**config.mk**
```make
export PLATFORM = sky130hd
export DESIGN_NAME = spi_bus_arbiter
export DESIGN_NICKNAME = d
export VERILOG_FILES = /design/src/rtl/spi_bus_arbiter.sv
export SDC_FILE = /design/constraint.sdc
export NUM_CORES = 1
export LEC_CHECK = 0
export CAP_MARGIN = 0
export CELL_PAD_IN_SITES_DETAIL_PLACEMENT = 1
export CELL_PAD_IN_SITES_GLOBAL_PLACEMENT = 1
export CORE_MARGIN = 2
export CORE_UTILIZATION = 37
export DETAILED_ROUTE_END_ITERATION = 7
export PLACE_DENSITY_LB_ADDON = 0.1
export SLEW_MARGIN = 20
export SYNTH_ARGS = -nofsm -noshare
export SYNTH_HDL_FRONTEND = slang
export SYNTH_SLANG_ARGS = --single-unit
export TNS_END_PERCENT = 20
```
**constraint.sdc**
```tcl
create_clock -name clk_i -period 2.7 [get_ports clk_i]
set_input_delay 0.54 -clock clk_i [delete_from_list [all_inputs] [get_ports clk_i]]
set_output_delay 0.54 -clock clk_i [all_outputs]
set_load 0.01 [all_outputs]
```
**src/rtl/spi_bus_arbiter.sv**
```systemverilog
// -----------------------------------------------------------------------------
// spi_bus_arbiter
//
// Shares one byte-level SPI shift engine between two requesters (an I/O-port
// host interface and an autonomous flash fetcher). The engine is granted one
// whole transaction at a time. This block owns both chip selects and keeps all
// of them high for at least CS_GAP+1 clocks between transactions. A granted
// requester that issues no byte for IDLE_TIMEOUT clocks loses its grant.
//
// Configuration macro:
//   SPI_ARB_FIXED_PRIO_EN  defined   : requester 0 always wins simultaneous
//                                      requests; no round-robin pointer.
//                          undefined : round robin, the requester not served
//                                      last wins a tie (requester 0 after reset).
//
// Ports:
//   clk_i        system clock, all logic on posedge
//   rst_i        asynchronous active-high reset (engine shares it)
//   req_i[1:0]   per-requester request level, held for the whole transaction
//   gnt_o[1:0]   one-hot grant, or 0
//   bv_i[1:0]    per-requester byte valid (only the granted bit is sampled)
//   blast_i[1:0] qualifies bv_i: this byte ends the transaction
//   btx0_i       requester 0 transmit byte
//   btx1_i       requester 1 transmit byte
//   bdone_o[1:0] one-clock pulse to the granted requester on byte completion
//   brx_o        received byte, valid with bdone_o, held otherwise
//   eng_start_o  one-clock start pulse to the engine
//   eng_tx_o     byte to the engine, stable from start until done
//   eng_done_i   one-clock pulse from the engine: byte shifted
//   eng_rx_i     engine received byte, valid with eng_done_i
//   cs_n_o[1:0]  active-low chip select per requester
//   tmo_o        one-clock pulse when a grant is revoked by timeout
// -----------------------------------------------------------------------------
module spi_bus_arbiter #(
    parameter int unsigned CS_GAP       = 4,
    parameter int unsigned IDLE_TIMEOUT = 255
) (
    input  logic       clk_i,
    input  logic       rst_i,
    input  logic [1:0] req_i,
    output logic [1:0] gnt_o,
    input  logic [1:0] bv_i,
    input  logic [1:0] blast_i,
    input  logic [7:0] btx0_i,
    input  logic [7:0] btx1_i,
    output logic [1:0] bdone_o,
    output logic [7:0] brx_o,
    output logic       eng_start_o,
    output logic [7:0] eng_tx_o,
    input  logic       eng_done_i,
    input  logic [7:0] eng_rx_i,
    output logic [1:0] cs_n_o,
    output logic       tmo_o
);

    localparam int unsigned IDLE_CNT_W = 8;
    localparam int unsigned GAP_CNT_W  = 4;

    typedef enum logic [1:0] {
        ST_IDLE    = 2'd0,
        ST_GRANTED = 2'd1,
        ST_BUSY    = 2'd2,
        ST_GAP     = 2'd3
    } state_t;

    state_t                state_q;
    logic [1:0]            gnt_q;
    logic                  gidx_q;
    logic [1:0]            cs_n_q;
    logic [1:0]            bdone_q;
    logic [7:0]            brx_q;
    logic                  eng_start_q;
    logic [7:0]            eng_tx_q;
    logic                  tmo_q;
    logic                  last_byte_q;
    logic [IDLE_CNT_W-1:0] idle_cnt_q;
    logic [GAP_CNT_W-1:0]  gap_cnt_q;
`ifndef SPI_ARB_FIXED_PRIO_EN
    logic                  rr_last_q;   // index of the requester served last
`endif

    logic                  win_idx_d;
    logic                  g_req;
    logic                  g_bv;
    logic                  g_blast;
    logic [7:0]            g_btx;

    // Arbitration winner index; only meaningful when some request is high.
    always_comb begin
        win_idx_d = ~req_i[0];
`ifndef SPI_ARB_FIXED_PRIO_EN
        if (req_i == 2'b11) begin
            win_idx_d = ~rr_last_q;
        end
`endif
    end

    // Signals of the currently granted requester.
    always_comb begin
        g_req   = req_i[gidx_q];
        g_bv    = bv_i[gidx_q];
        g_blast = blast_i[gidx_q];
        g_btx   = gidx_q ? btx1_i : btx0_i;
    end

    // Arbiter FSM with registered outputs.
    always_ff @(posedge clk_i or posedge rst_i) begin
        if (rst_i) begin
            state_q     <= ST_IDLE;
            gnt_q       <= 2'b00;
            gidx_q      <= 1'b0;
            cs_n_q      <= 2'b11;
            bdone_q     <= 2'b00;
            brx_q       <= 8'h00;
            eng_start_q <= 1'b0;
            eng_tx_q    <= 8'h00;
            tmo_q       <= 1'b0;
            last_byte_q <= 1'b0;
            idle_cnt_q  <= '0;
            gap_cnt_q   <= '0;
`ifndef SPI_ARB_FIXED_PRIO_EN
            rr_last_q   <= 1'b1;
`endif
        end else begin
            bdone_q     <= 2'b00;
            eng_start_q <= 1'b0;
            tmo_q       <= 1'b0;

            case (state_q)
                ST_IDLE: begin
                    if (|req_i) begin
                        gidx_q     <= win_idx_d;
                        gnt_q      <= {win_idx_d, ~win_idx_d};
                        cs_n_q     <= {~win_idx_d, win_idx_d};
                        idle_cnt_q <= '0;
                        state_q    <= ST_GRANTED;
                    end
                end

                ST_GRANTED: begin
                    if (g_bv) begin
                        eng_tx_q    <= g_btx;
                        eng_start_q <= 1'b1;
                        last_byte_q <= g_blast;
                        state_q     <= ST_BUSY;
                    end else if (!g_req) begin
                        gnt_q     <= 2'b00;
                        cs_n_q    <= 2'b11;
                        gap_cnt_q <= '0;
                        state_q   <= ST_GAP;
                    end else if (idle_cnt_q >= IDLE_CNT_W'(IDLE_TIMEOUT - 1)) begin
                        tmo_q     <= 1'b1;
                        gnt_q     <= 2'b00;
                        cs_n_q    <= 2'b11;
                        gap_cnt_q <= '0;
                        state_q   <= ST_GAP;
                    end else if (idle_cnt_q != '1) begin
                        idle_cnt_q <= idle_cnt_q + IDLE_CNT_W'(1);
                    end
                end

                ST_BUSY: begin
                    // A request dropped mid-byte ends the transaction after this byte.
                    if (!g_req) begin
                        last_byte_q <= 1'b1;
                    end
                    if (eng_done_i) begin
                        brx_q   <= eng_rx_i;
                        bdone_q <= gnt_q;
                        if (last_byte_q || !g_req) begin
                            gnt_q     <= 2'b00;
                            cs_n_q    <= 2'b11;
                            gap_cnt_q <= '0;
                            state_q   <= ST_GAP;
                        end else begin
                            idle_cnt_q <= '0;
                            state_q    <= ST_GRANTED;
                        end
                    end
                end

                ST_GAP: begin
`ifndef SPI_ARB_FIXED_PRIO_EN
                    rr_last_q <= gidx_q;
`endif
                    if (gap_cnt_q >= GAP_CNT_W'(CS_GAP - 1)) begin
                        state_q <= ST_IDLE;
                    end else begin
                        gap_cnt_q <= gap_cnt_q + GAP_CNT_W'(1);
                    end
                end

                default: state_q <= ST_IDLE;
            endcase
        end
    end

    assign gnt_o       = gnt_q;
    assign cs_n_o      = cs_n_q;
    assign bdone_o     = bdone_q;
    assign brx_o       = brx_q;
    assign eng_start_o = eng_start_q;
    assign eng_tx_o    = eng_tx_q;
    assign tmo_o       = tmo_q;

endmodule

```
==> flow_summary.ini <==
[run_status]
status = finished, final reports clean

[run]
cap_violations = 0

[clocking]
postCtsHoldBufs = 0
cts_sinks = 41
insertion_delay_ns = 0.29
root_buffer = clkbuf_8
htreeDepth = 2
clk_pin_slew_ns = 0.08
clock_path_buffers = 2
cts_resized = 0
cts_tree = built
cts_buffers = 5
post-cts-setup-buffers = 0

[detailed_routing]
dr.first_iter.drc_count = 31
dr.pass1.iters = 4
viasPerCell = 5.04
totalWireLength_um = 4650
drc_errors = 0
wl_per_cell_um = 13.9
ant_nets = 0
vias = 1688

[yosys]
ys_seq_area_share_pct = 49.1
synth_edf_count = 0
synthMostInstantiatedCell = dfrtp_1
syn-num-nets = 241
synth_area_leaders = dfrtp_1 (45%), mux2_2 (5.9%), o21ai_0 (5.0%), ha_1 (4.8%), mux2i_1 (4.8%)
syn-cell-area_sq_um = 2100
yosys_register_bits = 41
yosysWarnings = 0
async_flop_share_pct = 100
avgSynthCellArea_sq_um = 10.5
synthTopCellsByCount = dfrtp_1 (38), nand2_1 (22), o21ai_0 (21), inv_1 (12), mux2_2 (11)
yosysTopAreaCellShare_pct = 45.4
yosysTopAreaCell = dfrtp_1
synth_cell_types = 42
synth_flop_cell = dfrtp_1
synth_cells = 200

[setup_path]
crit_required_ns = 2.90
cp.depth = 6
crit_path_max_incr_delay_ns = 0.44
crit_fanout = 6
crit_chain = clkdlybuf4s50_1 -> mux2_4 -> a2111oi_4 -> o2111ai_4 -> or2_0 -> o41ai_2
start_kind = primary input
crit_end = idle_cnt_q[6]
worstPathArrival_ns = 2.55
slowest_stage = clkdlybuf4s50_1
r2r_slack_ns = 0.44
crit-reg2reg-capture = idle_cnt_q[6]
reg2regPathDepth = 7
r2r_start = state_q[0]
worstSetupEndpointType = register
path_delay_family = compound AO/OA/AOI/OAI gates
crit_start = bv_i[0]
crit_type = in2reg
cp_num_buf_inv = 1

[placed_design]
hpwl_um = 3450
io_buffer_count = 56
dp_cells = 327
gp_congestion = 0.802

[global_route]
grt_pass1_vias = 1734
grt_start_max_net_pins = 42
gr-total-overflow = 0
grt_usage_pct = 16.2
grt_pass1_wl_um = 8070
antenna_found_initial = 0

[cells_and_area]
area_growth_pct = 37.0
multi_input_area_sq_um = 986
drive_above_1_share_pct = 12.9
seq_area_sq_um = 1030
finalNonFillerCells = 335
nFillCells = 608
final_nets = 303
n_antenna_cell = 0
post-route-util_pct = 52.5

[pwr]
ir_worst_vdd_mv = 0.436
power.density_nw_per_um2 = 1020
power_leakage_nw = 1.28

[hold_path]
hold_class = reg2reg

[die]
dieArea_sq_um = 6280
start_util_pct = 38.3
coreArea_sq_um = 5470
die_h_um = 79.3
io_pins = 57
rows = 27
die_w_um = 79.3

[timing]
finClkSkew_ns = 0.00957
max-slew-margin-rel_pct = 60.4
worst_pin_slew_ns = 0.594
min_period_ns = 2.35
period_share_pct = 87.0
finalSetupViolations = 0
rsz0062_at_grt = false
setup_tns_ns = 0
slew_violations = 0
hold_viol = 0
max_freq_mhz = 426
## worst min path at each step
stage | from | end | slack (ns) | cells past startpoint
final | cs_n_o[0] | cs_n_o[0] | 0.46 | 2
after global routing | cs_n_o[0] | cs_n_o[0] | 0.50 | 2
after CTS | cs_n_o[0] | cs_n_o[0] | 0.47 | 2
after detailed placement | cs_n_o[0] | cs_n_o[0] | 0.45 | 2
after global placement | cs_n_o[1] | cs_n_o[1] | 0.45 | 2
after floorplan | idle_cnt_q[5] | idle_cnt_q[5] | 0.47 | 1
## cell families after synthesis
family / synth area share (%)
buf+inv: 3.82
mux: 11.4
flops: 49.1
compound gates: 16.5
simple gates: 14.3
fa+ha+maj: 4.78
## metrics by stage
| stage | hold slack (ns) | area [sq um] | power (mW) | worst slack [ns] |
|---|---|---|---|---|
| 5_1_grt | 0.499 | 2870 | 3.17 | 0.238 |
| 3_5_place_dp | 0.455 | 2760 | 2.47 | 0.0507 |
| 4_1_cts | 0.468 | 2870 | 2.98 | 0.360 |
| 6_report | 0.463 | 2870 | 2.92 | 0.352 |
| 2_1_floorplan | 0.467 | 2100 | 1.87 | 0.424 |
| 3_3_place_gp | 0.451 | 2760 | 2.43 | 0.0753 |
## flip-flops by register name (all words and copies together), names as in the netlist
name and cells:
bdone_o 2, brx_o 8, cs_n_o 2, eng_start_o 1, eng_tx_o 8, gap_cnt_q 4
gidx_q 1, gnt_o 2, idle_cnt_q 8, last_byte_q 1, rr_last_q 1, state_q 2
tmo_o 1
## area by class of cell
class	count	share of cell area, %
Timing Repair Buffer	62	21.1
Sequential cell	41	35.9
Multi-Input combinational cell	140	34.3
Clock buffer	5	2.40
Clock inverter	3	1.61
Inverter	12	1.57
Tap cell	72	3.14
## layout by cell type, fill, tap and decap left out, drive strengths merged, types with 2 or more instances in the layout
cell type      instances
a21o                   2
a21oi                  5
a31oi                  3
and2                   2
and3                   3
buf                    6
clkbuf                 5
clkdlybuf4s50         56
dfrtp                 38
dfstp                  3
ha                     8
inv                   12
mux2                  12
mux2i                 10
nand2                 22
nand2b                 2
nand3                  6
nor2                  10
nor3                   6
nor3b                  3
o2111ai                2
o21ai                 21
o22a                   2
o31ai                  4
or2                    3
## where the power goes
group | internal [mW] | switching (mW) | leakage (nW)
Sequential | 0.847 | 0.144 | 0.520
Clock | 0.276 | 0.214 | 0.0543
Combinational | 0.727 | 0.716 | 0.709
Total | 1.85 | 1.07 | 1.28
## routing by layer
metal	vias to the layer above	global-route usage, %	wire (um)	part of all wire (%)
met1	807	21.4	2230	48
met4	0	4.66	62	1.3
met2	39	26.4	2100	45
met3	6	3.86	255	5.5
met5	-	0	0	0
li1	836	-	-	-
## tightest hold or removal path, stage by stage, from the launching register on
cell and delay, ns:
dfstp_2 0.37, inv_1 0.04, a21oi_1 0.05
(Power assumes the default switching activity.)
